**config.mk**
```make
export PLATFORM = sky130hd
export DESIGN_NAME = matrix_uart_printer
export DESIGN_NICKNAME = d
export VERILOG_FILES = /design/src/rtl/matrix_uart_printer.sv
export SDC_FILE = /design/constraint.sdc
export NUM_CORES = 1
export LEC_CHECK = 0
export CORE_MARGIN = 2
export CORE_UTILIZATION = 59
export DETAILED_ROUTE_END_ITERATION = 6
export PLACE_DENSITY = 0.89
export SETUP_SLACK_MARGIN = 0.5
export SLEW_MARGIN = 20
export SYNTH_ARGS = -nofsm -noshare
export SYNTH_HDL_FRONTEND = slang
export SYNTH_SLANG_ARGS = --single-unit
export TNS_END_PERCENT = 1
```
**constraint.sdc**
```tcl
create_clock -name clk -period 9.2 [get_ports clk]
set_input_delay 1.38 -clock clk [delete_from_list [all_inputs] [get_ports clk]]
set_output_delay 1.38 -clock clk [all_outputs]
set_load 0.01 [all_outputs]
```
**src/rtl/matrix_uart_printer.sv**
```systemverilog
// matrix_uart_printer
//
// Reads an M x N matrix row-major from a synchronous-read matrix memory and
// prints it as unsigned decimal ASCII over a byte stream toward uart_tx.
// Elements in a row are separated by a single space. Every row ends with
// CR LF. Values above 99999 print as a single '#'.
//
// Byte handshake: a byte moves on the cycle where tx_valid and tx_ready are
// both high. Once tx_valid rises, tx_valid and tx_data stay unchanged until
// that cycle. Only one byte is ever outstanding. The sink may hold tx_ready
// low for any length of time.
//
// Ports:
//   clk, rst            clock, asynchronous active-high reset
//   en                  enable; low returns the block to IDLE on the next edge
//   start               request, only looked at in IDLE
//   base_addr           matrix base address, latched on an accepted start
//   dim_m, dim_n        row / column counts, latched on an accepted start
//   rd_en, rd_addr      memory read strobe and address (base + linear index)
//   rd_data             read data, valid one cycle after rd_en
//   tx_valid, tx_data   byte toward uart_tx
//   tx_ready            uart_tx can take a byte
//   busy                high from an accepted start until the DONE/ERR exit
//   done                one-cycle pulse after the last LF is sent
//   err                 one-cycle pulse when the dimensions are illegal
module matrix_uart_printer #(
    parameter int ADDR_W  = 9,
    parameter int DATA_W  = 32,
    parameter int MAX_DIM = 5
) (
    input  logic              clk,
    input  logic              rst,
    input  logic              en,
    input  logic              start,
    input  logic [ADDR_W-1:0] base_addr,
    input  logic [2:0]        dim_m,
    input  logic [2:0]        dim_n,
    output logic              rd_en,
    output logic [ADDR_W-1:0] rd_addr,
    input  logic [DATA_W-1:0] rd_data,
    output logic              tx_valid,
    output logic [7:0]        tx_data,
    input  logic              tx_ready,
    output logic              busy,
    output logic              done,
    output logic              err
);

    typedef enum logic [3:0] {
        S_IDLE, S_RD_REQ, S_RD_WAIT, S_CONV, S_EMIT,
        S_SEP, S_CR, S_LF, S_DONE, S_ERR
    } state_t;

    localparam logic [2:0]        MAX_D   = 3'(MAX_DIM);
    localparam logic [DATA_W-1:0] MAX_VAL = DATA_W'(17'd99999);

    state_t              state_q, state_d;
    logic [ADDR_W-1:0]   base_q, base_d;
    logic [ADDR_W-1:0]   idx_q, idx_d;
    logic [2:0]          m_q, m_d;
    logic [2:0]          n_q, n_d;
    logic [2:0]          row_q, row_d;
    logic [2:0]          col_q, col_d;
    logic [DATA_W-1:0]   val_q, val_d;
    logic [2:0]          place_q, place_d;
    logic [3:0]          digit_q, digit_d;
    logic                started_q, started_d;
    logic [7:0]          byte_q, byte_d;
    logic [DATA_W-1:0]   pow_cur;
    logic                dims_bad;

    // Decimal place weight, place 4 = ten-thousands down to place 0 = units.
    function automatic logic [16:0] pow10(input logic [2:0] p);
        case (p)
            3'd4:    pow10 = 17'd10000;
            3'd3:    pow10 = 17'd1000;
            3'd2:    pow10 = 17'd100;
            3'd1:    pow10 = 17'd10;
            default: pow10 = 17'd1;
        endcase
    endfunction

    assign pow_cur  = DATA_W'(pow10(place_q));
    assign dims_bad = (dim_m == 3'd0) || (dim_m > MAX_D) ||
                      (dim_n == 3'd0) || (dim_n > MAX_D);

    always_ff @(posedge clk or posedge rst) begin
        if (rst) begin
            state_q   <= S_IDLE;
            base_q    <= '0;
            idx_q     <= '0;
            m_q       <= '0;
            n_q       <= '0;
            row_q     <= '0;
            col_q     <= '0;
            val_q     <= '0;
            place_q   <= '0;
            digit_q   <= '0;
            started_q <= 1'b0;
            byte_q    <= '0;
        end else begin
            state_q   <= state_d;
            base_q    <= base_d;
            idx_q     <= idx_d;
            m_q       <= m_d;
            n_q       <= n_d;
            row_q     <= row_d;
            col_q     <= col_d;
            val_q     <= val_d;
            place_q   <= place_d;
            digit_q   <= digit_d;
            started_q <= started_d;
            byte_q    <= byte_d;
        end
    end

    always_comb begin
        state_d   = state_q;
        base_d    = base_q;
        idx_d     = idx_q;
        m_d       = m_q;
        n_d       = n_q;
        row_d     = row_q;
        col_d     = col_q;
        val_d     = val_q;
        place_d   = place_q;
        digit_d   = digit_q;
        started_d = started_q;
        byte_d    = byte_q;

        case (state_q)
            S_IDLE: begin
                if (start && en) begin
                    base_d  = base_addr;
                    m_d     = dim_m;
                    n_d     = dim_n;
                    row_d   = '0;
                    col_d   = '0;
                    idx_d   = '0;
                    state_d = dims_bad ? S_ERR : S_RD_REQ;
                end
            end
            S_RD_REQ: state_d = S_RD_WAIT;
            S_RD_WAIT: begin
                val_d     = rd_data;
                place_d   = 3'd4;
                digit_d   = '0;
                started_d = 1'b0;
                if (rd_data > MAX_VAL) begin
                    // Out of printable range: one '#' and no conversion.
                    byte_d  = 8'h23;
                    place_d = 3'd0;
                    state_d = S_EMIT;
                end else begin
                    state_d = S_CONV;
                end
            end
            S_CONV: begin
                // Repeated subtraction yields the digit for this place.
                if (val_q >= pow_cur) begin
                    val_d   = val_q - pow_cur;
                    digit_d = digit_q + 4'd1;
                end else if (digit_q != 4'd0 || started_q || place_q == 3'd0) begin
                    byte_d    = 8'h30 + {4'h0, digit_q};
                    started_d = 1'b1;
                    state_d   = S_EMIT;
                end else begin
                    // Leading zero: nothing to print, move to the next place.
                    place_d = place_q - 3'd1;
                    digit_d = '0;
                end
            end
            S_EMIT: begin
                if (tx_ready) begin
                    if (place_q != 3'd0) begin
                        place_d = place_q - 3'd1;
                        digit_d = '0;
                        state_d = S_CONV;
                    end else if (col_q < n_q - 3'd1) begin
                        state_d = S_SEP;
                    end else begin
                        state_d = S_CR;
                    end
                end
            end
            S_SEP: begin
                if (tx_ready) begin
                    col_d   = col_q + 3'd1;
                    idx_d   = idx_q + ADDR_W'(1);
                    state_d = S_RD_REQ;
                end
            end
            S_CR: begin
                if (tx_ready) state_d = S_LF;
            end
            S_LF: begin
                if (tx_ready) begin
                    if (row_q < m_q - 3'd1) begin
                        row_d   = row_q + 3'd1;
                        col_d   = '0;
                        idx_d   = idx_q + ADDR_W'(1);
                        state_d = S_RD_REQ;
                    end else begin
                        state_d = S_DONE;
                    end
                end
            end
            S_DONE:  state_d = S_IDLE;
            S_ERR:   state_d = S_IDLE;
            default: state_d = S_IDLE;
        endcase

        // Abort wins over everything else.
        if (!en) state_d = S_IDLE;
    end

    // Strobes are qualified by en so that an abort removes them at once,
    // not only after the state register has returned to IDLE.
    always_comb begin
        rd_en    = en && (state_q == S_RD_REQ);
        rd_addr  = rd_en ? (base_q + idx_q) : '0;
        tx_valid = en && (state_q == S_EMIT || state_q == S_SEP ||
                          state_q == S_CR   || state_q == S_LF);
        busy     = en && (state_q != S_IDLE) && (state_q != S_DONE);
        done     = en && (state_q == S_DONE);
        err      = en && (state_q == S_ERR);
        tx_data  = '0;
        if (tx_valid) begin
            case (state_q)
                S_SEP:   tx_data = 8'h20;
                S_CR:    tx_data = 8'h0D;
                S_LF:    tx_data = 8'h0A;
                default: tx_data = byte_q;
            endcase
        end
    end

endmodule

```
After elaboration in Yosys (flattened, before gate mapping)
Index checks and enable logic that the tools add are counted.
{"block": "totals", "regBits": 82, "out_inout_bits": 22}
{"block": "classes", "n_mux": 51, "n_reduce_logical": 35, "n_addsub": 10, "n_lt_le_gt_ge": 6, "n_eq_ne": 33}
{"operator": "$pmux W32 S2", "n": 1}
{"operator": "$mux W4", "n": 14}
{"operator": "$pmux W14 S4", "n": 1}
{"operator": "$mux W9", "n": 5}
{"operator": "$mux W3", "n": 13}
{"operator": "$ge A32 B17 Y1", "n": 1}
{"operator": "$gt A32 B17 Y1 const B", "n": 1}
{"operator": "$mux W32", "n": 1}
{"operator": "$mux W8", "n": 4}
{"operator": "$pmux W4 S8", "n": 1}
{"operator": "$sub A32 B17 Y32", "n": 1}
{"operator": "$pmux W9 S3", "n": 1}
{"operator": "$ne A3 B3 Y1 const B", "n": 8}
{"operator": "$pmux W8 S3", "n": 1}
{"operator": "$ne A2 B2 Y1 const B", "n": 11}
{"operator": "$pmux W3 S3", "n": 2}
{"operator": "$eq A4 B3 Y1 const B", "n": 4}
{"operator": "$pmux W8 S2", "n": 1}
{"operator": "$pmux W4 S3", "n": 1}
{"operator": "$reduce_and A4 Y1", "n": 3}
{"operator": "$reduce_and A5 Y1", "n": 2}
{"operator": "$add A9 B1 Y9 const B", "n": 1}
{"operator": "$add A9 B9 Y9", "n": 1}
{"operator": "$logic_not A3 Y1", "n": 3}
{"operator": "26 further kinds", "n": 53}

Depth between registers and ports, before layout
Gate-level depths: netlist (run 1).
{"block": "logic_depth", "ltp_word": 8, "ltp_mapped": 17, "ltp_nobuf": 15}

Least setup slack after synthesis (run 1)
OpenSTA, ideal clock, no wires.
{"block": "synth_path", "kind": "input port to output port", "startpoint": "input port en", "endpoint": "output port rd_addr[4]", "required_ps": 7820, "arrival_time_ps": 2206, "cell_stages": 3, "slack_ps": 5614, "cell_sequence": "clkbuf_1 > nand3_1 > nor3_1"}
{"block": "synth_via", "elab_chain_len": 2}
{"element": "start: declaration", "line": "33", "source": "input logic en,"}
{"element": "$logic_and A1 B1 Y1", "line": "220", "source": "rd_en = en && (state_q == S_RD_REQ);"}
{"element": "$mux W9", "line": "221", "source": "rd_addr = rd_en ? (base_q + idx_q) : '0;"}
{"element": "end: declaration", "line": "39", "source": "output logic [ADDR_W-1:0] rd_addr,"}
Every way passes these cells.

Worst setup path after layout (run 1)
{"block": "layout_path", "startpoint": "input port en", "endpoint": "output port rd_addr[1]"}
Same word-level chain as after synthesis.

==> results of run 1 <==
[layer usage]
| metal | part of all wire [%] | vias to the layer above |
|---|---|---|
| met5 | 0 | - |
| met4 | 1.5 | 0 |
| met3 | 8.1 | 23 |
| met2 | 49 | 261 |
| met1 | 42 | 2614 |
| li1 | - | 2596 |
[layout make-up]
class	count	area, sq um
Timing Repair Buffer	74	737.0
Clock buffer	12	145.1
Inverter	26	97.59
Tap cell	133	166.4
Fill cell	759	2907
Multi-Input combinational cell	547	3486
Clock inverter	4	53.80
Sequential cell	80	2002
[power breakdown]
group | leakage [nW] | internal [W] | switching, W
Sequential | 0.995 | 0.000475 | 0.000146
Clock | 0.0928 | 0.000134 | 0.000137
Combinational | 1.68 | 0.000451 | 0.000637
Total | 2.77 | 0.00106 | 0.000920
[state kept, by name (all words and copies together), names as in the netlist]
register   cells
base_q         9
byte_q         6
col_q          3
digit_q        4
idx_q          9
m_q            3
n_q            3
place_q        3
row_q          3
started_q      1
state_q        4
val_q         32
[layout by cell type, fill, tap and decap left out, types with 13 or more instances in the layout]
cell type	Yosys	layout
nor2_1	64	64
dfrtp_1	80	80
o21ai_0	46	46
inv_1	26	25
a21oi_1	50	50
clkdlybuf4s50_1	0	71
nand2_1	75	75
mux2_2	15	15
a31oi_1	13	13
nand3_1	33	32
ha_1	36	36
nor3_1	23	23
[per-stage QoR]
step           area [sq um]  utilization, %  setup WS [ns]  hold slack (ns)  total power (W)
3_5_place_dp           6484           67.58          4.572           0.4751         0.001686
4_1_cts                6683           69.65          4.540           0.4880         0.001960
3_3_place_gp           6484           67.58          4.639           0.4635         0.001624
6_report               6688           69.71          4.537           0.4834         0.001980
2_1_floorplan          5752               -          5.614           0.4355         0.001415
5_1_grt                6688           69.71          4.430           0.5165         0.002137
[cell families after synthesis]
family / count (synthesis) / synth area share [%]
and+or+nand+nor: 271 / 23.49
AOI/OAI and AO/OA: 198 / 21.86
DFF: 80 / 34.83
xor gates and xnor gates: 19 / 2.895
other: 1 / 0.06524
buffers and inverters: 62 / 4.702
adders and majority gates: 38 / 8.533
muxes: 19 / 3.635
[path summary, 6_finish.rpt]
path | to | cells after the start | slack, ns
max | rd_addr[1] | 5 | 4.54
max in group asynchronous | val_q[9]$_DFFE_PP0P_ | 3 | 7.16
min reg2reg | row_q[2]$_DFFE_PP0P_ | 1 | 0.48
max reg2reg | val_q[30]$_DFFE_PP0P_ | 15 | 4.94
min | row_q[2]$_DFFE_PP0P_ | 1 | 0.48
min in group asynchronous | base_q[8]$_DFFE_PP0P_ | 3 | 1.53
==> results.cfg, run 1 <==
[timing]
hold_viol_final = 0
worst_pin_slew_ns = 1.048
max_freq_mhz = 214.4
finalCritPeriodShare_pct = 50.69
setup_viol = 0
rsz0062_at_grt = no
report.final.slew_viol_count = 0
setup_tns_ns = 0
min_period_ns = 4.663
finClkSkew_ns = 0.007099
slew_headroom_pct = 30.04

[yosys]
netlist_area_sq_um = 5748
yosysSeqAreaShare_pct = 34.83
yosysMostFrequentCell = dfrtp_1
yosys_most_used_dff = dfrtp_1
synth_edf_count = 0
yosysWarningCount = 0
yosys-top-cells-area = dfrtp_1 (35%), ha_1 (7.8%), nand2_1 (4.9%)
syn_area_per_cell_sq_um = 8.355
ys_ff_latch = 80
yosysTopAreaCellShare_pct = 34.83
yosys-top-cells-count = dfrtp_1 (80), nand2_1 (75), nor2_1 (64)
synthArstFlopShare_pct = 100.0
yosysUniqueCellTypes = 70
yosysTopAreaCell = dfrtp_1
synthCells = 688

[worst_setup_path]
reg2reg_from = place_q[0]$_DFFE_PP0P_
critPathSlowestCell = clkdlybuf4s50_1
path_buf_inv = 3
crit_family = buffers and inverters
cp.arrival_ns = 3.28
worstPathCellList = clkdlybuf4s50_1, nand3_1, inv_1, and2_1, clkdlybuf4s50_1
slowest_delay_ns = 0.68
endpoint_kind = output pin
start_kind = input port
cpMostUsedCell = clkdlybuf4s50_1
critPathMaxFanout = 9
required_ns = 7.82
setup.worst_path.class = input port to output pin
startpoint = en

[global_routing]
grt.total_usage_pct = 28.79
grt_max_degree = 81
busiest_layer = met2
grt_use_met1_pct = 38.02
use_met2_pct = 47.46
grt_pass1_wl_um = 24030
grt_use_met3_pct = 5.559
grt_pass1_vias = 5131
overflow = 0
antenna_found_initial = 0

[power_and_ir_drop]
peakVddDrop_uv = 134.5
power.density_nw_per_um2 = 296.1
p_leak_nw = 2.768

[clock_tree]
numCtsBuffers = 9
cts-resized-gates = 0
cts_tree = yes
path_clk_slew_ns = 0.08
clock_path_buffers = 2
htreeDepth = 3
cts_root_buffer = clkbuf_8
clk_latency_ns = 0.35
cts.sinks = 80
holdBufCountCts = 0
post_cts.repair.setup_buffers = 0

[routing]
wl_um = 14690
final_antenna_net_count = 0
drt_iter0_drc = 309
via_count = 5494
vias_per_cell = 6.272
drc = 0
drt-pass1-iter-count = 5
avgRoutedWirePerCell_um = 16.76

[die]
rows = 36
ios = 74
core_area_sq_um = 9594
die_height_um = 102.7
die_x_um = 102.7
start_util_pct = 59.91
fp.dieArea_sq_um = 10550

[worst_hold_path]
hp-start = row_q[2]$_DFFE_PP0P_
hold_path.class = register to register

[cells_and_area]
final_cells = 876
antenna-diode-count = 0
final_nets = 828
drive_above_1_share_pct = 6.729
area_delta_synth_final_pct = 16.35

[placed_design]
place_inst = 860
hpwlAfterDp_um = 10520
portBuffers = 71
place_congestion = 0.9219

[status]
status = finished, final reports clean

[flow_run]
drv_cap = 0
No activity file was read; power rests on OpenSTA's default activity.
==> run 2, diff against run 1 <==
--- a/config.mk
+++ b/config.mk
@@ -6,9 +6,9 @@
 export NUM_CORES = 1
 export LEC_CHECK = 0
 export CORE_MARGIN = 2
-export CORE_UTILIZATION = 59
+export CORE_UTILIZATION = 51
 export DETAILED_ROUTE_END_ITERATION = 6
-export PLACE_DENSITY = 0.89
+export PLACE_DENSITY = 0.82
 export SETUP_SLACK_MARGIN = 0.5
 export SLEW_MARGIN = 20
 export SYNTH_ARGS = -nofsm -noshare
==> constraint.sdc (replaced) <==
create_clock -name clk -period 4.2 [get_ports clk]
set_input_delay 0.63 -clock clk [delete_from_list [all_inputs] [get_ports clk]]
set_output_delay 0.63 -clock clk [all_outputs]
set_load 0.01 [all_outputs]
==> run 2 against run 1 <==
  * Critical path depth rose by 5
  * Core utilization shrank 6.5 points
  * Clock skew rose by 0.0027 ns
  * Global-route usage shrank 2.2 points
  * Worst hold slack gained 0.0066 ns
  * Count of clock-buffer cells in the layout shrank 1
  * Setup slack got worse by 4.0 ns
  * Clock power increased to 3.3 times the previous value
  * Cell area grew 3.4%
  * Sequential power increased by 120%
  * Critical endpoint is now rd_addr[6]
==> results.cfg, run 2 (same netlist as run 1, synthesis figures left out) <==
[cells_and_area]
fillCellCount = 922
regMostFlops = val_q
layout_commonest_cell = dfrtp_1
fin_util_pct = 63.24
area_delta_synth_final_pct = 20.31
final_cell_mix = dfrtp_1 (80), nand2_1 (75), clkdlybuf4s50_1 (70)
seq_area_sq_um = 2002
largestRegisters = val_q x32, base_q x9, idx_q x9
drive_above_1_share_pct = 8.144
final_nets = 834
largest_reg_flops = 32
multiInputGateArea_sq_um = 3507
antenna-diode-count = 0

[placed_design]
hpwlAfterDp_um = 11280
portBuffers = 71
place_congestion = 0.9127

[timing]
rsz0062_at_grt = yes
setup_tns_ns = 0
finalCritPeriodShare_pct = 86.10
report.final.slew_viol_count = 0
finClkSkew_ns = 0.009845
setup_viol = 0
max_freq_mhz = 276.5
worst_pin_slew_ns = 0.8784
hold_viol_final = 0
min_period_ns = 3.616
slew_headroom_pct = 41.35

[worst_setup_path]
rr_endpoint = byte_q[0]$_DFFE_PP0P_
cp_num_cells = 10
startpoint = idx_q[0]$_DFFE_PP0P_
endpoint_kind = output pin
critPathSlowestCell = clkdlybuf4s50_1
start_kind = register
critPathMaxFanout = 4
path_buf_inv = 1
cpMostUsedCell = nor2_1
cp.arrival_ns = 2.99
crit_family = adder cells
worstPathCellList = ha_1, fa_1, a21o_1, a21oi_1, nor2b_1, o21a_1, nor2_1, xor2_1, nor2_1, clkdlybuf4s50_1
crit_end = rd_addr[6]
reg2reg_from = place_q[0]$_DFFE_PP0P_
slowest_delay_ns = 0.56
rrSetupSlack_ns = 0.66
reg2reg_depth = 15
required_ns = 3.57
setup.worst_path.class = register to output pin

[routing]
via_count = 5485
wl_um = 15380
drc = 0
drt_iter0_drc = 465
drt-pass1-iter-count = 5
avgRoutedWirePerCell_um = 17.30
final_antenna_net_count = 0
vias_per_cell = 6.170

[die]
ios = 74
core_area_sq_um = 10940
die_x_um = 110.2
start_util_pct = 52.56
die_height_um = 110.2
fp.dieArea_sq_um = 12140
rows = 38

[clock_tree]
htreeDepth = 3
path_clk_slew_ns = 0.07
cts.sinks = 80
cts_root_buffer = clkbuf_16
post_cts.repair.setup_buffers = 0
holdBufCountCts = 0
clock_path_buffers = 2
cts_tree = yes
numCtsBuffers = 9
clk_latency_ns = 0.35

[global_routing]
antenna_found_initial = 0
grt_pass1_vias = 5322
grt_pass1_wl_um = 25330
grt.total_usage_pct = 26.60
grt_max_degree = 43
overflow = 0

[power_and_ir_drop]
pwr-share-clk_pct = 19.2
power.density_nw_per_um2 = 678.2
peakVddDrop_uv = 409.3
p_leak_nw = 2.893
p_comb_share_pct = 51.8
power.switching_w = 0.002082
swShare_pct = 44.40
seqPwrFrac_pct = 29.1
p_int_w = 0.002608

[worst_hold_path]
hold_path.class = register to register

[flow_run]
drv_cap = 0

[status]
status = finished, final reports clean
==> run 2: cell count changes in the layout (fill, tap and decap cells not counted), sizes merged <==
cell / delta
clkdlybuf4s50: -1
inv: +1
clkbuf: -1
bufinv: +1
dlygate4sd2: +1
buf: +6
clkinvlp: -1
==> run 2: layout make-up <==
| type | count | area share [%] |
|---|---|---|
| Multi-Input combinational cell | 547 | 50.71 |
| Clock buffer | 11 | 3.655 |
| Inverter | 26 | 1.411 |
| Clock inverter | 5 | 1.267 |
| Sequential cell | 80 | 28.95 |
| Timing Repair Buffer | 80 | 11.47 |
| Tap cell | 140 | 2.533 |
==> run 2: how the worst min path moves through the flow <==
stage / from / to / slack [ns] / depth (start not counted)
floorplan: byte_q[5]$_DFFE_PP0P_ / byte_q[5]$_DFFE_PP0P_ / 0.44 / 1
global placement: byte_q[5]$_DFFE_PP0P_ / byte_q[5]$_DFFE_PP0P_ / 0.46 / 1
detailed placement: byte_q[5]$_DFFE_PP0P_ / byte_q[5]$_DFFE_PP0P_ / 0.45 / 1
CTS: row_q[2]$_DFFE_PP0P_ / row_q[2]$_DFFE_PP0P_ / 0.50 / 1
global route: started_q$_DFFE_PP0P_ / started_q$_DFFE_PP0P_ / 0.51 / 2
finish: byte_q[5]$_DFFE_PP0P_ / byte_q[5]$_DFFE_PP0P_ / 0.49 / 1
==> run 2: metrics by stage <==
| stage | hold slack [ns] | total power (W) | cells | area, sq um | worst slack [ns] |
|---|---|---|---|---|---|
| floorplan | 0.4355 | 0.003100 | 689 | 5752 | 1.095 |
| global placement | 0.4583 | 0.003649 | 873 | 6550 | 0.7042 |
| detailed placement | 0.4535 | 0.003732 | 873 | 6550 | 0.5150 |
| CTS | 0.4963 | 0.004640 | 889 | 6897 | 0.5065 |
| global route | 0.5141 | 0.005051 | 889 | 6915 | 0.3804 |
| finish | 0.4899 | 0.004690 | 889 | 6915 | 0.5840 |
==> run 2: metal layers <==
metal,track usage (%),vias to the layer above,share of wire (%),wire length [um]
met5,0,-,0,0
met4,8.125,0,1.9,299
met3,4.879,25,5.7,883
met2,46.63,170,51,7790
met1,33.32,2673,42,6409
li1,-,2617,-,-
==> run 2: power by group through the flow <==
stage,combinational [W],clock (W),sequential (W)
after floorplan,0.00186,0,0.00125
after global placement,0.00230,0,0.00135
after detailed placement,0.00237,0,0.00137
after CTS,0.00238,0.000902,0.00136
after global routing,0.00272,0.000930,0.00140
final,0.00243,0.000899,0.00136
==> run 2: repair_timing <==
| item | CTS | global route |
|---|---|---|
| endpoints found under the setup margin | 1 | 46 |
| resized for setup | 2 | 6 |
| pin swaps | 0 | 0 |
